===== config.mk =====
export PLATFORM = sky130hd
export DESIGN_NAME = seg_display_scanner
export DESIGN_NICKNAME = d
export VERILOG_FILES = /design/src/rtl/seg_display_scanner.sv
export SDC_FILE = /design/constraint.sdc
export NUM_CORES = 1
export LEC_CHECK = 0
export CAP_MARGIN = 20
export CELL_PAD_IN_SITES_DETAIL_PLACEMENT = 1
export CELL_PAD_IN_SITES_GLOBAL_PLACEMENT = 1
export CORE_MARGIN = 3
export CORE_UTILIZATION = 46
export CTS_BUF_LIST = sky130_fd_sc_hd__clkbuf_8
export DETAILED_ROUTE_END_ITERATION = 10
export GPL_TIMING_DRIVEN = 0
export PLACE_DENSITY_LB_ADDON = 0.1
export SYNTH_ARGS = -nofsm -noshare
export SYNTH_HDL_FRONTEND = slang
export SYNTH_SLANG_ARGS = --single-unit

===== constraint.sdc =====
create_clock -name clk -period 6.47 [get_ports clk]
set_clock_uncertainty 0.05 [all_clocks]
set_input_delay 0.647 -clock clk [delete_from_list [all_inputs] [get_ports clk]]
set_output_delay 0.647 -clock clk [all_outputs]
set_load 0.05 [all_outputs]

===== src/rtl/seg_display_scanner.sv =====
// Four-digit common-anode 7-segment scan controller.
// Rotates anodes with a blanking gap and latches data once per frame.
module seg_display_scanner #(
  parameter int DIV       = 100000,
  parameter int BLANK_CYC = 1000
) (
  input  logic        clk,
  input  logic        reset,
  input  logic [15:0] digits_in,
  input  logic [3:0]  digit_en,
  input  logic [3:0]  dp_in,
  input  logic        lz_en,
  output logic [6:0]  seg,
  output logic        dp,
  output logic [3:0]  an,
  output logic        frame_done
);

  localparam int MAXC = (DIV > BLANK_CYC) ? DIV : BLANK_CYC;
  localparam int CW   = $clog2(MAXC + 1);
  localparam logic [CW-1:0] DIV_LAST = CW'(DIV - 1);
  localparam logic [CW-1:0] BLK_LAST =
    CW'((BLANK_CYC > 0) ? BLANK_CYC - 1 : 0);

  typedef enum logic {BLANK, SHOW} phase_t;
  localparam phase_t START = (BLANK_CYC == 0) ? SHOW : BLANK;

  phase_t        phase;
  logic [1:0]    slot;
  logic [CW-1:0] cnt;

  logic [15:0] digits_q;
  logic [3:0]  en_q;
  logic [3:0]  dp_q;
  logic        lz_q;

  logic        load;
  logic [15:0] eff_digits;
  logic [3:0]  eff_en;
  logic [3:0]  eff_dp;
  logic        eff_lz;
  logic [3:0]  sup;
  logic [3:0]  lit;
  logic [3:0]  nib;
  logic        on;

  function automatic logic [6:0] decode(input logic [3:0] v);
    logic [6:0] s;
    case (v)
      4'h0: s = 7'b1000000;
      4'h1: s = 7'b1111001;
      4'h2: s = 7'b0100100;
      4'h3: s = 7'b0110000;
      4'h4: s = 7'b0011001;
      4'h5: s = 7'b0010010;
      4'h6: s = 7'b0000010;
      4'h7: s = 7'b1111000;
      4'h8: s = 7'b0000000;
      4'h9: s = 7'b0010000;
      4'hA: s = 7'b0001000;
      4'hB: s = 7'b0000011;
      4'hC: s = 7'b1000110;
      4'hD: s = 7'b0100001;
      4'hE: s = 7'b0000110;
      default: s = 7'b0001110;
    endcase
    return s;
  endfunction

  // The loading edge already drives slot 0 when BLANK_CYC is 0,
  // so outputs see the incoming values on that edge.
  assign load = (slot == 2'd0) && (phase == START) && (cnt == '0);

  assign eff_digits = load ? digits_in : digits_q;
  assign eff_en     = load ? digit_en  : en_q;
  assign eff_dp     = load ? dp_in     : dp_q;
  assign eff_lz     = load ? lz_en     : lz_q;

  always_comb begin
    sup    = 4'b0000;
    sup[3] = eff_lz && (eff_digits[15:12] == 4'h0);
    sup[2] = sup[3] && (eff_digits[11:8] == 4'h0);
    sup[1] = sup[2] && (eff_digits[7:4] == 4'h0);
  end

  assign lit = eff_en & ~sup;
  assign nib = eff_digits[{slot, 2'b00} +: 4];
  assign on  = (phase == SHOW) && lit[slot];

  always_ff @(posedge clk) begin
    if (reset) begin
      phase      <= START;
      slot       <= 2'd0;
      cnt        <= '0;
      digits_q   <= '0;
      en_q       <= '0;
      dp_q       <= '0;
      lz_q       <= 1'b0;
      an         <= 4'b1111;
      seg        <= 7'b1111111;
      dp         <= 1'b1;
      frame_done <= 1'b0;
    end else begin
      if (load) begin
        digits_q <= digits_in;
        en_q     <= digit_en;
        dp_q     <= dp_in;
        lz_q     <= lz_en;
      end

      if (phase == BLANK) begin
        if (cnt == BLK_LAST) begin
          phase <= SHOW;
          cnt   <= '0;
        end else begin
          cnt <= cnt + CW'(1);
        end
      end else begin
        if (cnt == DIV_LAST) begin
          phase <= START;
          cnt   <= '0;
          slot  <= slot + 2'd1;
        end else begin
          cnt <= cnt + CW'(1);
        end
      end

      an  <= on ? ~(4'b0001 << slot) : 4'b1111;
      seg <= on ? decode(nib) : 7'b1111111;
      dp  <= ~(on && eff_dp[slot]);
      frame_done <= (slot == 2'd3) && (phase == SHOW) &&
                    (cnt == DIV_LAST);
    end
  end

endmodule

; ---- Word level (Yosys, flattened, before mapping)
; Memories as Yosys holds them, arrays and structs flattened. A register that Yosys moved wholly into a read port is not among the register bits.
; Cells that the tools add are included.
[word_totals]
ramBits = 0
latch_bits = 0
memories = 1
ff_bits = 51
input_bits = 27
out_inout_bits = 13
rom_bits = 112
[classes]
mux = 14
shift = 2
mul = 0
div_mod_pow = 0
bitwise_logic = 6
addsub = 2
eq_ne = 3
n_reduce_logical = 16
n_lt_le_gt_ge = 1
[memory_table]
columns = memory, depth, word_bits, rd, rd_clocked_by_memory_dff, write_ports, line_no
row1 = (name not given), 16, 7, 1, 1, 0, 49  ; case (v)
[op_table]
columns = cell, count
row1 = 2-to-1 mux 17 bit, 3
row2 = "adder 17 x 1 -> 17 bit, second input constant", 1
row3 = "== test 17 x 10 -> 1 bit, second input constant", 1
row4 = "== test 17 bit, second input constant", 1
row5 = zero test 17 bit, 1
row6 = 2-to-1 mux 16 bit, 1
row7 = variable part select 16 x 5 -> 4 bit, 1
row8 = zero test 4 bit, 3
row9 = logical AND 1 bit, 9
row10 = 2-to-1 mux 4 bit, 2
row11 = inverter 4 bit, 2
row12 = 2-to-1 mux 1 bit, 6
row13 = AND 4 bit, 1
row14 = binary-select mux 1 bit (select 2 bit), 2
row15 = "left shift 1 x 2 -> 4 bit, first input constant", 1
row16 = "less-than comparator 2 x 3 -> 1 bit, second input constant", 1
row17 = inverter 1 bit, 3
row18 = "adder 2 x 1 -> 2 bit, second input constant", 1
row19 = "== test 2 bit, second input constant", 1
row20 = zero test 2 bit, 1
row21 = AND reduction 2 bit, 1
row22 = OR reduction 2 bit, 1

; ---- Depth between registers and ports, before layout
; Gate-level depths: netlist of run 1.
[depth]
ltp_word = 15
ltp_mapped = 16

; ---- Least setup slack after synthesis of run 1
; OpenSTA, ideal clock, no wires.
[synth_timing]
path_kind = reg-to-reg
start = register slot[0]
end = register seg[3]
setup_slack_ns = 2.803
arrival_ns = 3.538
t_required_ns = 6.341
path_stages_with_launch = 16
setup_time_ns = 0.079
n_path_buf = 3
path_cell_list = dfxtp_1 -> clkbuf_1 -> clkinv_1 -> ha_1 -> or4b_1 -> or2_2 -> or2_1 -> buf_6 -> buf_6 -> mux2i_1 -> mux4_2 -> ha_1 -> inv_1 -> nor2_1 -> a211o_1 -> o211ai_1
[synth_via]
elab_chain_cells = 15
[synth_rtl]
columns = item, line_no
row1 = start: declaration, 29  ; logic [1:0] slot;
row2 = start signal: assignment, 122  ; slot <= slot + 2'd1;
row3 = zero test 2 bit, 72  ; assign load = (slot == 2'd0) && (phase == START) && (cnt == '0);
row4 = logical AND 1 bit (2 in a row), 72
row5 = 2-to-1 mux 16 bit, --
row6 = zero test 4 bit, 81  ; sup[3] = eff_lz && (eff_digits[15:12] == 4'h0);
row7 = logical AND 1 bit, 81
row8 = logical AND 1 bit, 82  ; sup[2] = sup[3] && (eff_digits[11:8] == 4'h0);
row9 = logical AND 1 bit, 83  ; sup[1] = sup[2] && (eff_digits[7:4] == 4'h0);
row10 = inverter 4 bit, 86  ; assign lit = eff_en & ~sup;
row11 = AND 4 bit, 86
row12 = binary-select mux 1 bit (select 2 bit), 88  ; assign on = (phase == SHOW) && lit[slot];
row13 = 2-to-1 mux 1 bit (not written as such), 88
row14 = logical AND 1 bit, 88
row15 = inverter 1 bit (no source line), --
row16 = OR reduction 2 bit (no source line), --
row17 = end: declaration, 13  ; output logic [6:0] seg,
; Several ways; a longest one is shown, not always the timed one. The select of a mux whose other input is x is not followed.
; A chain may end at the register's enable or synchronous reset.

; ---- Final worst setup path of run 1
; Ends and elaborated chain as after synthesis.

==> results.md, run 1 <==
* Synth Area per Inst at 9.321 um2
* Nets at 389
* Non-filler cells, final at 427
* Worst relative slew slack at 56.16%
* Die area at 7051 um2
* Initial antenna violation count at 0
* Yosys Warn Count at 0
* Leakage at 0.001400 uW
* CTS Hold Bufs at 0
* Root buf cell: clkbuf_8
* Met2 usage at between 40% and 50%
* Antenna cell count at 0
* Largest net degree at the start of global routing at 11
* Ys async rst share at 0%
* Min-delay worst type: reg2reg
* Final min period at 4.193 ns
* Layout cells sized above 1 at 11.27%
* Mapped Nets at 339
* RSZ-0062 raised after global routing: false
* Global placer's final weighted congestion at 0.7871
* Vias in the first global route at 2607
* Final wirelength at 7387 um
* Filler cell count in the final layout at approximately 670
* Fin crit share at 64.81%
* Die Wd at 83.97 um
* Worst-Skew Late Latency at between 0.3 and 0.4 ns
* Via Count at 2407
* DR pass1 iterations at 4
* Synthesized area at 2796 um2
* Routed length per instance at 17.30 um
* Post-synth EDFFs at 0
* Worst-Margin Slew at 0.6522 ns
* CP startpoint kind: flop
* Port Buffers at 39
* FMAX at 238.5 MHz
* Rows at 27
* Area Overhead vs Synth at 26.17%
* CP Data Arrival Time at 4.41 ns
* Flops & latches, synth at 58
* Critical path class: reg2reg
* Antenna-violating nets left at 0
* Global-route wire length before repair at 12570 um
* Area leader, netlist: dfxtp_1
* PostCTS Resize Cnt at 0
* Crit Path Max Fanout at 10
* Setup slack, reg-to-reg at 2.28 ns
* Initial DRC Count at 109
* Die height at around 84 um
* Syn Inst Count at 300
* CTS Sinks at 58
* Fraction of the yosys area taken by sequential cells at 41.52%
* Post-DP HPWL at 5374 um
* CTS clk-pin slew, worst paths at about 0.07 ns
* GRT Overall Usage at 22.59%
* Remaining DRCs at 0
* VDD IR max at 0.1837 mV
* Primary FF master, synth: dfxtp_1
* # setup viols final at 0
* Vias per cell at 5.637
* Placed insts at 411
* Outcome: finished, final reports clean
* Most frequent cell after synthesis: dfxtp_1
* Initial core utilization at between 40% and 50%
* Core region area at around 5700 um2
* Area share of the largest cell type after synthesis at between 40% and 50%
* GR met3 Demand/Resource at 6.417%
* Clk buf depth at 2
* Max Slew Vio Count at 0
* Num ports at 40
* CP required at 6.68 ns
* Commonest cells in the netlist: dfxtp_1 (58), nor2_1 (52), mux2i_1 (20), nand2_1 (19)
* FF+latch area at roughly 1200 um2
* Setup TNS at 0 ns
* Cell variety after synth at 48
* GRT Max-Usage Layer: met2
* Multi-input gate area at 1524 um2
* GR Overflow Total at 0
* Power Dens Cells at 270.7 nW/um2
* Final Hold Fails at 0
* Max_cap viols at 0
* Met1 Usage GRT at roughly a quarter
* Worst hold margin at 0.4120 ns
* CTS Buf Count at 9
* Post CTS Setup Buffer Count at 0
* H-Tree Depth at 3
* CTS tree: done
* Worst setup EP type: flop
* Top post-synthesis cells by area: dfxtp_1 (42%), mux2i_1 (7.2%), nor2_1 (7.0%), ha_1 (5.4%), xor2_1 (3.8%)
-- cells in the final DEF (no fill, tap or decap), types with 4 or more instances in the layout --
cell / instances
a211oi_1: 6
a21boi_0: 8
a21oi_1: 10
clkbuf_1: 5
clkbuf_8: 11
clkdlybuf4s50_1: 39
dfxtp_1: 58
ha_1: 12
inv_1: 12
mux2i_1: 20
nand2_1: 19
nand2b_1: 4
nand3_1: 8
nand4_1: 6
nor2_1: 52
nor3_1: 4
nor4_1: 4
o211ai_1: 4
o21ai_1: 4
xnor2_1: 4
xor2_1: 12
-- cell families (layout without fill, tap and decap cells) --
group / count (synthesis) / after routing / synth area share (%)
simple gates: 122 / 122 / 22.06
flops: 58 / 58 / 41.52
compound gates: 44 / 44 / 12.08
mux: 24 / 24 / 9.977
buf+inv: 24 / 79 / 3.982
xor+xnor: 16 / 16 / 5.011
fa+ha+maj: 12 / 12 / 5.369
-- power breakdown --
group          switching [uW]  internal (uW)
Clock                     147            275
Combinational            83.3           68.7
Sequential               7.63            373
Total                     238            717
-- per-layer routing --
metal / share of wire (%) / wire [um]
met5: 0 / 0
met1: 39 / 2861
met4: 2.7 / 199
met3: 5.5 / 408
met2: 53 / 3918
-- sequential cells by signal, indices dropped and copies added (netlist names) --
name        count
slot            2
dp              1
digits_q       16
cnt            17
en_q            4
lz_q            1
phase           1
dp_q            4
frame_done      1
an              4
seg             7
-- through the flow --
step / total power (uW) / instance area (um2) / utilization, % / setup WS [ns]
floorplan: 490.3 / 2796 / - / 2.803
global placement: 532.4 / 3277 / 57.40 / 2.402
detailed placement: 538.1 / 3277 / 57.40 / 2.275
CTS: 963.3 / 3528 / 61.80 / 2.230
global route: 994.5 / 3528 / 61.80 / 2.025
finish: 955.1 / 3528 / 61.80 / 2.277
-- worst max-delay path: stages, from the launching register on --
cell,delay (ns)
dfxtp_1,0.35
clkbuf_1,0.23
clkinv_1,0.26
ha_1,0.24
or4b_1,0.49
or2_2,0.34
or2_1,0.25
buf_6,0.16
buf_6,0.17
mux2i_1,0.15
mux4_2,0.57
ha_1,0.32
inv_1,0.09
nor2_1,0.05
a211o_1,0.29
o211ai_1,0.09
-- cell type report --
| class | count | area share [%] |
|---|---|---|
| buffer | 10 | 1.667 |
| clock buffer | 11 | 4.291 |
| clock inverter | 5 | 2.837 |
| inverter | 14 | 1.489 |
| multi-input combinational | 218 | 43.19 |
| sequential | 58 | 32.91 |
| tap | 72 | 2.553 |
| timing repair buffer | 39 | 11.06 |
-- worst paths after layout --
| kind | to | startpoint | depth (start not counted) |
|---|---|---|---|
| setup / recovery | seg[3] | slot[0] | 15 |
| hold / removal | cnt[0] | cnt[0] | 1 |
| setup reg to reg | seg[3] | slot[0] | 15 |
| hold reg to reg | cnt[0] | cnt[0] | 1 |
Note: power is estimated with default switching activity, not from simulation.
==> run 2, diff against run 1 <==
Settings changed: CORE_UTILIZATION 46 to 43.
Clock period 6.47 ns to 4.1 ns, I/O delays scaled along.
==> results.md, run 2 (synthesis gave the netlist of run 1 again) <==
* Initial antenna violation count at 0 (unchanged)
* Fin crit share at 95.54% (+31 points)
* Commonest cells after routing, fill and taps aside: dfxtp_1 (58), nor2_1 (52), clkdlybuf4s50_1 (39), mux2i_1 (20), nand2_1 (19)
* CTS tree: done
* Routed length per instance at 17.14 um (-0.90%)
* Port Buffers at 39 (unchanged)
* Max_cap viols at 0 (unchanged)
* H-Tree Depth at 3 (unchanged)
* Die area at 7507 um2 (+6.5%)
* Max Slew Vio Count at 0 (unchanged)
* CP required at 4.31 ns (-2.37 ns)
* Area Overhead vs Synth at 24.79%
* CP Data Arrival Time at 4.12 ns (-0.29 ns)
* VDD IR max at 0.2018 mV (+9.9%)
* Bufs and invs on worst path at 5 (unchanged)
* Slowest-stage cell, CP: mux4_2
* CTS clk-pin slew, worst paths at 0.06 ns (about the same)
* Min-delay worst type: reg2reg
* Core region area at 6096 um2 (+6.8%)
* Die height at 86.65 um (+3.2%)
* Rows at 28 (+3.7%)
* Antenna-violating nets left at 0 (unchanged)
* Post-DP HPWL at 5469 um (+1.8%)
* Critical path class: reg2reg
* Worst relative slew slack at 54.44% (-1.7 points)
* CTS Hold Bufs at 0 (unchanged)
* Root buf cell: clkbuf_8
* Setup TNS at 0 ns (unchanged)
* Power Dens Cells at 386.3 nW/um2 (+43%)
* CTS Buf Count at 9 (unchanged)
* Outcome: finished, final reports clean
* DR pass1 iterations at 4 (unchanged)
* Initial DRC Count at 91 (-17%)
* Global placer's final weighted congestion at 0.7982 (+1.4%)
* Most common cell after layout, fill and taps aside: dfxtp_1
* # setup viols final at 0 (unchanged)
* GR Overflow Total at 0 (unchanged)
* Filler cell count in the final layout at 717 (+7.8%)
* Global-route wire length before repair at 12590 um (+0.17%)
* FMAX at 255.3 MHz (+7.1%)
* Leakage at 0.001387 uW (-0.95%)
* Crit Path Max Fanout at 10 (unchanged)
* Multi-input gate area at 1524 um2 (unchanged)
* Slowest cell delay on critical path at 0.58 ns (about the same)
* CP delay by family, top: simple AND/OR/NAND/NOR gates
* Vias per cell at 5.462 (-3.1%)
* Vias in the first global route at 2641 (+1.3%)
* GRT Overall Usage at 21.63% (-0.96 points)
* Remaining DRCs at 0 (unchanged)
* RSZ-0062 raised after global routing: false
* Num ports at 40 (unchanged)
* Largest net degree at the start of global routing at 11 (unchanged)
* Reg with most FFs: cnt
* Initial core utilization at 45.87% (-3.1 points)
* Placed insts at 414 (+0.73%)
* Worst-Skew Late Latency at 0.33 ns (about the same)
* Layout cells sized above 1 at 11.80% (+0.53 points)
* Regs by FF count: cnt x17, digits_q x16, seg x7
* CTS Sinks at 58 (unchanged)
* Non-filler cells, final at 431 (+0.94%)
* Crit-path cells: clkinvlp_4 -> ha_1 -> or4b_1 -> or2_2 -> or2_1 -> buf_6 -> buf_6 -> mux2i_1 -> mux4_2 -> inv_1 -> ha_1 -> inv_1 -> nor2_1 -> a21oi_1 -> o221ai_2
* Die Wd at 86.65 um (+3.2%)
* Nets at 391 (+0.51%)
* Final wirelength at 7389 um (about the same)
* Antenna cell count at 0 (unchanged)
* Largest register FFs at 17 (unchanged)
* Via Count at 2354 (-2.2%)
* CP startpoint kind: flop
* Final min period at 3.917 ns (-0.2763 ns)
* Worst-Margin Slew at 0.6778 ns (+0.02560 ns)
* Worst setup EP type: flop
* Clk buf depth at 2 (unchanged)
* Final Hold Fails at 0 (unchanged)
* FF+latch area at 1161 um2 (unchanged)
## run 2: cell types whose count changed in the layout (fill, tap and decap cells not counted), sizes merged
cell / before / now
buf: 5 / 8
clkinvlp: 0 / 1
inv: 12 / 14
bufinv: 3 / 1
clkinv: 4 / 3
clkbuf: 16 / 14
## run 2: power by group
part           switching (uW)  leakage, uW  internal [uW]
Combinational             134     0.000809            108
Sequential               12.0     0.000473            589
Clock                     218     0.000105            287
## run 2: final timing paths
kind	startpoint	slack (ns)	end	cells past startpoint
worst min-delay path	cnt[0]	0.41	cnt[0]	1
worst min register to register	cnt[0]	0.41	cnt[0]	1
worst max register to register	slot[1]	0.18	seg[6]	15
worst max-delay path	slot[1]	0.18	seg[6]	15
## run 2: metal layers
metal | routed length (um) | global-route usage (%)
met5 | 0 | 0
met4 | 158 | 9.348
met3 | 237 | 3.707
met2 | 3843 | 39.50
met1 | 3149 | 24.51
## run 2: per-stage QoR
step / power [uW] / cell area [um2] / worst slack, ns / hold WS (ns) / utilization (%)
finish: 1348 / 3490 / 0.1830 / 0.4134 / 57.25
floorplan: 773.7 / 2796 / 0.4329 / 0.3797 / -
detailed placement: 850.8 / 3281 / -0.03932 / 0.4058 / 53.82
CTS: 1358 / 3475 / 0.03911 / 0.4196 / 57.00
global placement: 841.7 / 3281 / 0.02277 / 0.3969 / 53.82
global route: 1410 / 3490 / 0.009413 / 0.4413 / 57.25
## run 2: what timing repair did
item | in CTS | in global routing
endpoints found under the setup margin | 3 | 3
gates resized for setup | 1 | 1
setup buffers | 1 | 2
pin swaps | 0 | 0
## run 2: area by class of cell
| class | instances | area share [%] |
|---|---|---|
| multi-input combinational | 218 | 43.67 |
| sequential | 58 | 33.27 |
| timing repair buffer | 42 | 11.83 |
| clock buffer | 10 | 3.944 |
| tap | 75 | 2.689 |
| inverter | 14 | 1.649 |
| buffer | 9 | 1.578 |
| clock inverter | 5 | 1.362 |
